$ cat src/rtl/serial_disp_rx.sv
// Receiver for the serial display/LED shift chain.
// Oversamples clk/data/latch/clear and presents latched frames.
module serial_disp_rx #(
  parameter int WIDTH = 64,
  parameter int CNT_W = 7
) (
  input  logic             clk,
  input  logic             RSTN,
  input  logic             s_clk,
  input  logic             s_din,
  input  logic             s_pen,
  input  logic             s_clrn,
  output logic [WIDTH-1:0] data_out,
  output logic             data_valid,
  output logic [CNT_W-1:0] bit_cnt,
  output logic             frame_err
);

  typedef enum logic [1:0] {
    IDLE,
    SHIFT,
    FULL,
    OVER
  } state_t;

  localparam logic [CNT_W-1:0] CNT_LAST = CNT_W'(WIDTH - 1);

  logic [2:0] sclk_q;
  logic [1:0] sdin_q;
  logic [2:0] spen_q;
  logic [1:0] sclrn_q;

  logic [WIDTH-1:0] shift_q, shift_d;
  logic [WIDTH-1:0] dout_q, dout_d;
  logic [CNT_W-1:0] cnt_q, cnt_d;
  logic             valid_q, valid_d;
  logic             err_q, err_d;
  state_t           state_q, state_d;

  logic             clk_rise;
  logic             pen_rise;
  logic             din_s;
  logic             clrn_s;
  logic [WIDTH:0]   ext;
  state_t           post_st;

  assign clk_rise = sclk_q[1] & ~sclk_q[2];
  assign pen_rise = spen_q[1] & ~spen_q[2];
  assign din_s    = sdin_q[1];
  assign clrn_s   = sclrn_q[1];
  assign ext      = {shift_q, din_s};

  // Two-flop synchronizers; third stage on clk/pen for edges.
  always_ff @(posedge clk or negedge RSTN) begin
    if (!RSTN) begin
      sclk_q  <= '0;
      sdin_q  <= '0;
      spen_q  <= '0;
      sclrn_q <= '1;
    end else begin
      sclk_q  <= {sclk_q[1:0], s_clk};
      sdin_q  <= {sdin_q[0], s_din};
      spen_q  <= {spen_q[1:0], s_pen};
      sclrn_q <= {sclrn_q[0], s_clrn};
    end
  end

  // Frame state and datapath registers.
  always_ff @(posedge clk or negedge RSTN) begin
    if (!RSTN) begin
      state_q <= IDLE;
      shift_q <= '0;
      cnt_q   <= '0;
      dout_q  <= '0;
      valid_q <= 1'b0;
      err_q   <= 1'b0;
    end else begin
      state_q <= state_d;
      shift_q <= shift_d;
      cnt_q   <= cnt_d;
      dout_q  <= dout_d;
      valid_q <= valid_d;
      err_q   <= err_d;
    end
  end

  // Shift first, then latch against the post-shift state.
  always_comb begin
    shift_d = shift_q;
    cnt_d   = cnt_q;
    dout_d  = dout_q;
    valid_d = 1'b0;
    err_d   = err_q;
    state_d = state_q;
    post_st = state_q;
    if (!clrn_s) begin
      shift_d = '0;
      cnt_d   = '0;
      state_d = IDLE;
    end else begin
      if (clk_rise) begin
        shift_d = ext[WIDTH-1:0];
        if (state_q != OVER) begin
          cnt_d = cnt_q + 1'b1;
        end
        unique case (state_q)
          IDLE:    post_st = (WIDTH == 1) ? FULL : SHIFT;
          SHIFT:   post_st = (cnt_q == CNT_LAST) ? FULL : SHIFT;
          FULL:    post_st = OVER;
          OVER:    post_st = OVER;
          default: post_st = IDLE;
        endcase
      end
      state_d = post_st;
      if (pen_rise) begin
        if (post_st == FULL) begin
          dout_d  = shift_d;
          valid_d = 1'b1;
        end else begin
          err_d = 1'b1;
        end
        cnt_d   = '0;
        state_d = IDLE;
      end
    end
  end

  assign data_out   = dout_q;
  assign data_valid = valid_q;
  assign bit_cnt    = cnt_q;
  assign frame_err  = err_q;

endmodule
$ cat config.mk
export PLATFORM = sky130hd
export DESIGN_NAME = serial_disp_rx
export DESIGN_NICKNAME = d
export VERILOG_FILES = /design/src/rtl/serial_disp_rx.sv
export SDC_FILE = /design/constraint.sdc
export NUM_CORES = 1
export LEC_CHECK = 0
export BUFFER_PORTS_ARGS = -buffer_cell sky130_fd_sc_hd__buf_2
export CAP_MARGIN = 20
export CORE_UTILIZATION = 35
export DETAILED_ROUTE_END_ITERATION = 12
export SLEW_MARGIN = 5
export SYNTH_ARGS = -nofsm -noshare
export SYNTH_HDL_FRONTEND = slang
export SYNTH_SLANG_ARGS = --single-unit
$ cat constraint.sdc
create_clock -name clk -period 2 [get_ports clk]
set_input_delay 0.3 -clock clk [delete_from_list [all_inputs] [get_ports clk]]
set_output_delay 0.3 -clock clk [all_outputs]
set_load 0.05 [all_outputs]
==> impl_metrics.json, run 1 <==
{
  "hold_path.class": "register to register",
  "drt-total-wl_um": 11000,
  "startpoint_type": "register",
  "synth_nets": 476,
  "port_buffers": 78,
  "fillers": 1590,
  "fin_cells": 792,
  "arrival_ns": 2.21,
  "tns_ns": 0,
  "floorplan.initialDensity_pct": 36.3,
  "fin_skew_ns": 0.00602,
  "ys_ff_latch": 149,
  "max_freq_mhz": 530,
  "ioPinCount": 79,
  "slowest_delay_ns": 0.39,
  "synth_warnings": 0,
  "final_util_pct": 44.0,
  "hold_path_end": "sclk_q[1]",
  "final_area_um2": 7400,
  "timing.rr.end": "data_out[60]",
  "timing.final.crit_period_ns": 1.89,
  "rr_worst_depth": 7,
  "synth_seq_area_share_pct": 61.1,
  "whs_ns": 0.351,
  "nNetsFinal": 567,
  "cts-buffers-inserted": 17,
  "grt_max_degree": 74,
  "worstPathRequired_ns": 2.33,
  "drc": 0,
  "grt_pass1_vias": 3703,
  "initialDrtViolationCount": 155,
  "cap_violations": 0,
  "track_usage_pct": 13.3,
  "cts_buffer_depth": 2,
  "place_area_um2": 6720,
  "coreArea_um2": 16800,
  "outcome": "completed",
  "r2r_start": "bit_cnt[0]",
  "ys.flop_type": "dfrtp_1",
  "cts_htree_levels": 4,
  "drtPass1Iterations": 4,
  "final_cell_mix": "dfrtp_1, mux2i_1, buf_2",
  "power_mw": 6.41,
  "fin_ws_ns": 0.113,
  "cp_max_fo": 22,
  "final-setup-viol-count": 0,
  "syn_area_um2": 6100,
  "grt_pass1_wl_um": 18700,
  "worst_path_max_delay_cell": "dfrtp_2",
  "wl_per_cell_um": 13.9,
  "die_x_um": 134,
  "cp_common_cell": "buf_12",
  "dp.cells": 754,
  "clkTransAtPathRegs_ns": 0.06,
  "synth.distinct_cells": 27,
  "min_period_over_period_pct": 94.3,
  "cts_resized": 0,
  "async_reset_ff_share_pct": 100,
  "cts_sinks": 149,
  "grt_overflow": 0,
  "crit_buf_inv": 2,
  "relSlewSlack_pct": 56.5,
  "via_per_inst": 4.41,
  "cp_top_family": "simple AND/OR/NAND/NOR gates",
  "ff2ff_setup_slack_ns": 0.11,
  "p_per_area_nw_per_um2": 866,
  "leakagePower_nw": 3.41,
  "holdCritStartpoint": "sclk_q[0]",
  "ir_drop_mv": 0.610,
  "grt_antenna_before_repair": 0,
  "drive_gt1_share_pct": 21.3,
  "syn_inst": 469,
  "worstSetupPathType": "register to register",
  "end_kind": "register",
  "area_delta_synth_final_pct": 21.2,
  "rows": 47,
  "antenna_left": 0,
  "avgSynthCellArea_um2": 13.0,
  "report.final.hold_viol_count": 0,
  "synth_edf_count": 0,
  "gp_congestion": 0.701,
  "tightestPinTransition_ns": 0.648,
  "cts_tree": "yes",
  "slew_violations": 0,
  "dr_total_vias": 3489,
  "pre_cts_slack_ns": 0.136,
  "dp_hpwl_um": 6930,
  "cp_cell_sequence": "ha_1 > and3_1 > nand4_1 > a21oi_4 > buf_12 > buf_12 > mux2i_1",
  "dieArea_um2": 18000,
  "final_common_cell": "dfrtp_1",
  "root_buffer": "clkbuf_16",
  "diodes": 0,
  "clkLatencyLatePin_ns": 0.41,
  "hold_depth": 0,
  "dieHeight_um": 134
}
-- per-layer routing --
metal | track usage (%) | wire (um) | vias to the layer above
li1 | - | - | 1681
met1 | 17.2 | 5270 | 1722
met2 | 21.0 | 5060 | 72
met3 | 3.89 | 521 | 14
met4 | 5.62 | 177 | 0
met5 | 0 | 0 | -
-- cell families after synthesis --
group | share of synthesized area, %
AO/OA/AOI/OAI | 0.512
AND/OR/NAND/NOR | 9.28
flip-flops | 61.1
multiplexers | 21.0
XOR/XNOR | 0.861
adder cells (fa/ha/maj) | 0.205
buffers and inverters | 7.03
-- worst max-delay path by stage --
stage	from	endpoint	slack, ns	cells past startpoint
2_1_floorplan	bit_cnt[1]	data_out[10]	0.006	7
3_3_place_gp	bit_cnt[0]	data_out[24]	0.21	6
3_5_place_dp	bit_cnt[0]	data_out[13]	0.14	6
4_1_cts	bit_cnt[0]	data_out[13]	0.09	6
5_1_grt	bit_cnt[0]	data_out[60]	-0.0005	7
6_report	bit_cnt[0]	data_out[60]	0.11	7
-- where the power goes --
part           internal, mW  switching, mW
Sequential             3.03        0.00884
Combinational        0.0739          0.129
Clock                  1.98           1.18
Total                  5.09           1.32
-- what timing repair did --
item / in CTS / in global routing
hold endpoints to repair: 55 / 0
setup endpoints to repair: 0 / 1
hold buffers: 5 / 0
setup buffers: 0 / 1
-- flip-flops by register name, indices dropped and copies added, names as in the netlist --
| register | cells |
|---|---|
| sclk_q | 3 |
| sclrn_q | 2 |
| data_valid | 1 |
| state_q | 2 |
| shift_q | 64 |
| sdin_q | 2 |
| data_out | 64 |
| bit_cnt | 7 |
| spen_q | 3 |
| frame_err | 1 |
-- worst register-to-register path, delay by kind of cell, from the launching register on --
family,cells,cell delay (ns)
DFF,1,0.39
and+or+nand+nor,2,0.43
adders and majority gates,1,0.17
AOI/OAI and AO/OA,1,0.23
buffers and inverters,2,0.33
muxes,1,0.25
-- cell usage after synthesis (3+ instances only) --
library cell    n  area share (%)
mux2i_1       128              21
nor2b_1        64             6.6
nor2_1          8            0.49
nand2_1         4            0.25
clkbuf_1        7            0.43
nand3_1         4            0.33
inv_1          65             4.0
dfrtp_1       147              60
nand4_1         3            0.31
buf_12          5             1.6
xor2_1          6            0.86
buf_2           8            0.66
-- final cells by class --
| type | instances | area, um^2 | area share, % |
|---|---|---|---|
| clock buffer | 22 | 454 | 6.14 |
| timing repair buffer | 94 | 609 | 8.24 |
| tap | 220 | 275 | 3.72 |
| clock inverter | 9 | 129 | 1.74 |
| inverter | 65 | 244 | 3.30 |
| multi-input combinational | 233 | 1950 | 26.4 |
| sequential | 149 | 3730 | 50.5 |
Note: power is estimated with default switching activity, not from simulation.
==> run 2: changes to the inputs <==
--- a/config.mk
+++ b/config.mk
@@ -7,7 +7,7 @@
 export LEC_CHECK = 0
 export BUFFER_PORTS_ARGS = -buffer_cell sky130_fd_sc_hd__buf_2
 export CAP_MARGIN = 20
-export CORE_UTILIZATION = 35
+export CORE_UTILIZATION = 30
 export DETAILED_ROUTE_END_ITERATION = 12
 export SLEW_MARGIN = 5
 export SYNTH_ARGS = -nofsm -noshare
==> impl_metrics.json, run 2 (synthesis gave the netlist of run 1 again) <==
{
  "drc": 0,
  "internal-power_mw": 5.11,
  "timing.final.crit_period_ns": 1.86,
  "final-setup-viol-count": 0,
  "end_kind": "register",
  "switching_share_pct": 21.3,
  "diodes": 0,
  "coreArea_um2": 19700,
  "rows": 51,
  "cts_tree": "yes",
  "dieArea_um2": 20900,
  "grt_antenna_before_repair": 0,
  "worstPathRequired_ns": 2.33,
  "clkTransAtPathRegs_ns": 0.07,
  "relSlewSlack_pct": 60.4,
  "tightestPinTransition_ns": 0.591,
  "cts_htree_levels": 4,
  "drive_gt1_share_pct": 21.4,
  "p_sw_mw": 1.38,
  "dp_hpwl_um": 7400,
  "initialDrtViolationCount": 139,
  "dr_total_vias": 3509,
  "floorplan.initialDensity_pct": 31.0,
  "min_period_over_period_pct": 93.1,
  "drtPass1Iterations": 4,
  "place_area_um2": 6770,
  "report.final.hold_viol_count": 0,
  "power_mw": 6.49,
  "grt_pass1_vias": 3828,
  "outcome": "completed",
  "p_per_area_nw_per_um2": 874,
  "track_usage_pct": 12.0,
  "cp_top_family": "simple AND/OR/NAND/NOR gates",
  "arrival_ns": 2.19,
  "crit_buf_inv": 1,
  "final_common_cell": "dfrtp_1",
  "final_cell_mix": "dfrtp_1, mux2i_1, buf_2",
  "post_cts_buffers": 0,
  "grt_overflow": 0,
  "cp_cell_sequence": "ha_1 > and3_1 > nand4_1 > a21oi_4 > buf_12 > mux2i_1",
  "nNetsFinal": 565,
  "worst_path_max_delay_cell": "dfrtp_1",
  "via_per_inst": 4.20,
  "worstSetupPathType": "register to register",
  "drt-total-wl_um": 11400,
  "cts_sinks": 149,
  "hold_path.class": "register to register",
  "final_area_um2": 7420,
  "slowest_delay_ns": 0.39,
  "tns_ns": 0,
  "leakagePower_nw": 3.40,
  "cts-buffers-inserted": 17,
  "port_buffers": 78,
  "fin_skew_ns": 0.0132,
  "max_freq_mhz": 537,
  "area_delta_synth_final_pct": 21.6,
  "fin_ws_ns": 0.137,
  "grt_max_degree": 66,
  "die_x_um": 145,
  "cts_buffer_depth": 2,
  "p_seq_share_pct": 46.8,
  "dieHeight_um": 145,
  "grt_pass1_wl_um": 19200,
  "comb_power_share_pct": 3.2,
  "ioPinCount": 79,
  "antenna_left": 0,
  "root_buffer": "clkbuf_16",
  "cap_violations": 0,
  "ir_drop_mv": 0.552,
  "clkLatencyLatePin_ns": 0.42,
  "slew_violations": 0,
  "pre_cts_slack_ns": 0.151,
  "rsz0062_at_grt": "false",
  "startpoint_type": "register",
  "gp_congestion": 0.781,
  "cp_max_fo": 34,
  "wl_per_cell_um": 13.6,
  "cts_resized": 0,
  "pwr-share-clk_pct": 50.0
}
run 2: cell types whose count changed in the layout (fill, tap and decap cells not counted), sizes merged:
cell	delta
buf	-1
inv	+2
clkbuf	-2
run 2: power groups by stage:
stage / sequential [mW] / clock [mW] / combinational [mW]
2_1_floorplan: 3.10 / 0 / 0.0989
3_3_place_gp: 3.09 / 0 / 0.200
3_5_place_dp: 3.09 / 0 / 0.205
4_1_cts: 3.04 / 3.32 / 0.213
5_1_grt: 3.04 / 3.45 / 0.229
6_report: 3.04 / 3.25 / 0.205
run 2: cell type report:
cell class                 instances  area [um^2]
fill                            1934        12300
sequential                       149         3730
multi-input combinational        233         1950
timing repair buffer              92          564
clock buffer                      21          450
tap                              265          332
inverter                          65          244
clock inverter                    11          150
run 2: metrics by stage:
| stage | instances | utilization [%] | hold slack (ns) |
|---|---|---|---|
| after floorplan | 469 | - | 0.00441 |
| after global placement | 799 | 34.4 | 0.265 |
| after detailed placement | 799 | 34.4 | 0.277 |
| after CTS | 836 | 37.7 | 0.350 |
| after global routing | 836 | 37.7 | 0.356 |
| final | 836 | 37.7 | 0.348 |
run 2: what timing repair did:
item | in CTS | in global routing
hold buffers | 5 | 0
hold endpoints to repair | 48 | 0
setup endpoints to repair | 0 | 1
run 2: path summary, 6_finish.rpt:
path	start	endpoint	slack (ns)	cells after the start
worst min-delay path	sclk_q[0]	sclk_q[1]	0.35	0
worst max register to register	bit_cnt[1]	data_out[61]	0.14	6
worst max-delay path	bit_cnt[1]	data_out[61]	0.14	6
max in group asynchronous	RSTN	spen_q[0]	0.92	3
min in group asynchronous	RSTN	data_out[47]	0.39	2
worst min register to register	sclk_q[0]	sclk_q[1]	0.35	0
run 2: routing by layer:
layer	vias to the layer above	global-route usage, %	wire length [um]
met3	15	3.49	484
met2	61	19.7	5480
met5	-	0	0
met1	1747	14.7	5230
li1	1686	-	-
met4	0	5.15	164
==> run 3: changes to the inputs <==
--- a/config.mk
+++ b/config.mk
@@ -5,10 +5,11 @@
 export SDC_FILE = /design/constraint.sdc
 export NUM_CORES = 1
 export LEC_CHECK = 0
-export BUFFER_PORTS_ARGS = -buffer_cell sky130_fd_sc_hd__buf_2
 export CAP_MARGIN = 20
 export CORE_UTILIZATION = 30
 export DETAILED_ROUTE_END_ITERATION = 12
+export DONT_BUFFER_PORTS = 1
+export MAX_ROUTING_LAYER = met4
 export SLEW_MARGIN = 5
 export SYNTH_ARGS = -nofsm -noshare
 export SYNTH_HDL_FRONTEND = slang
==> impl_metrics.json, run 3 (synthesis gave the netlist of run 1 again) <==
{
  "ir_drop_mv": 0.567,
  "report.final.hold_viol_count": 149,
  "grt_pass1_wl_um": 17600,
  "clkTransAtPathRegs_ns": 0.06,
  "cts_hold_buf": 4,
  "worstPathRequired_ns": 2.33,
  "cp_max_fo": 23,
  "fillers": 1921,
  "relSlewSlack_pct": 57.2,
  "drive_gt1_share_pct": 10.6,
  "area_delta_synth_final_pct": 15.6,
  "gp_congestion": 0.772,
  "outcome": "finished, violations left",
  "die_x_um": 145,
  "antenna_left": 0,
  "drtPass1Iterations": 4,
  "cts_sinks": 149,
  "root_buffer": "clkbuf_16",
  "ioPinCount": 79,
  "max_freq_mhz": 543,
  "track_usage_pct": 11.5,
  "floorplan.initialDensity_pct": 31.0,
  "worstSetupStartpoint": "bit_cnt[0]",
  "nNetsFinal": 494,
  "cap_violations": 0,
  "final_common_cell": "dfrtp_1",
  "p_per_area_nw_per_um2": 890,
  "via_per_inst": 4.22,
  "pre_cts_slack_ns": 0.152,
  "dr_total_vias": 3227,
  "diodes": 0,
  "initialDrtViolationCount": 95,
  "clkLatencyLatePin_ns": 0.42,
  "dp.cells": 725,
  "arrival_ns": 2.17,
  "worstSetupPathType": "register to register",
  "wl_per_cell_um": 14.0,
  "cts-buffers-inserted": 17,
  "grt_max_degree": 150,
  "final-setup-viol-count": 0,
  "leakagePower_nw": 2.99,
  "p_seq_share_pct": 48.4,
  "switching_share_pct": 21.1,
  "grt_antenna_before_repair": 0,
  "rsz0062_at_grt": "false",
  "fin_ws_ns": 0.157,
  "cts_htree_levels": 4,
  "startpoint_type": "register",
  "pwr-share-clk_pct": 49.6,
  "violations": "negative hold slack",
  "final_cell_mix": "dfrtp_1, mux2i_1, inv_1",
  "p_sw_mw": 1.33,
  "r2r_start": "bit_cnt[0]",
  "drt-total-wl_um": 10700,
  "fin_skew_ns": 0.00701,
  "cts_resized": 0,
  "coreArea_um2": 19700,
  "timing.final.crit_period_ns": 1.84,
  "slew_violations": 0,
  "whs_ns": -0.427,
  "hold_path.class": "primary input to async pin",
  "tightestPinTransition_ns": 0.637,
  "cts_buffer_depth": 2,
  "tns_ns": 0,
  "rows": 51,
  "dieArea_um2": 20900,
  "drc": 0,
  "port_buffers": 0,
  "fin_cells": 765,
  "min_period_over_period_pct": 92.2,
  "dp_hpwl_um": 6560,
  "grt_overflow": 0,
  "internal-power_mw": 4.96,
  "comb_power_share_pct": 2.1,
  "grt_pass1_vias": 3540,
  "cts_tree": "yes",
  "end_kind": "register",
  "dieHeight_um": 145
}
==> run 3: timing repair <==
item | 4_1_cts | 5_1_grt
setup buffers | 0 | 3
setup endpoints to repair | 0 | 1
endpoints found under the hold margin | 153 | 149
==> run 3: final timing paths <==
path                                     end  slack, ns  cells past startpoint
worst max-delay path             data_out[7]       0.16                      7
worst min-delay path            data_out[48]      -0.43                      0
worst max register to register   data_out[7]       0.16                      7
worst min register to register     sclk_q[1]       0.35                      0
max in group asynchronous         sclrn_q[1]       2.20                      0
min in group clk                   sclk_q[1]       0.35                      0
==> run 3: cell type report <==
class / instances / area (um^2) / area share (%)
multi-input cells: 233 / 1950 / 27.6
clock inverters: 12 / 130 / 1.84
repair buffers: 21 / 223 / 3.15
inverters: 65 / 244 / 3.46
flip-flops and latches: 149 / 3730 / 52.9
clock buffers: 20 / 447 / 6.33
well taps: 265 / 332 / 4.70
==> run 3: stage by stage <==
stage | total power, mW | instance area [um^2] | util, %
floorplan | 3.20 | 6110 | -
detailed placement | 3.22 | 6390 | 32.4
CTS | 6.39 | 7010 | 35.6
finish | 6.29 | 7060 | 35.8
global placement | 3.22 | 6390 | 32.4
global route | 6.51 | 7060 | 35.8
==> run 3: power by group through the flow <==
stage | Clock [mW] | Sequential (mW) | Combinational (mW)
floorplan | 0 | 3.10 | 0.0989
global placement | 0 | 3.09 | 0.125
detailed placement | 0 | 3.09 | 0.126
CTS | 3.21 | 3.04 | 0.133
global route | 3.33 | 3.04 | 0.142
finish | 3.11 | 3.04 | 0.131
==> run 3: metal layers <==
layer	wire length [um]	vias up	part of all wire, %	global-route usage [%]
li1	-	1541	-	-
met1	4920	1599	46	13.0
met2	4990	66	46	17.9
met3	627	21	5.8	4.31
met4	206	0	1.9	5.71
met5	0	-	0	-
==> run 3: worst max-delay path: stages, from the launching register on <==
cell     delay (ns)
dfrtp_2        0.37
ha_1           0.16
and3_1         0.22
nand4_1        0.22
a21oi_4        0.23
buf_4          0.14
buf_12         0.19
mux2i_1        0.23
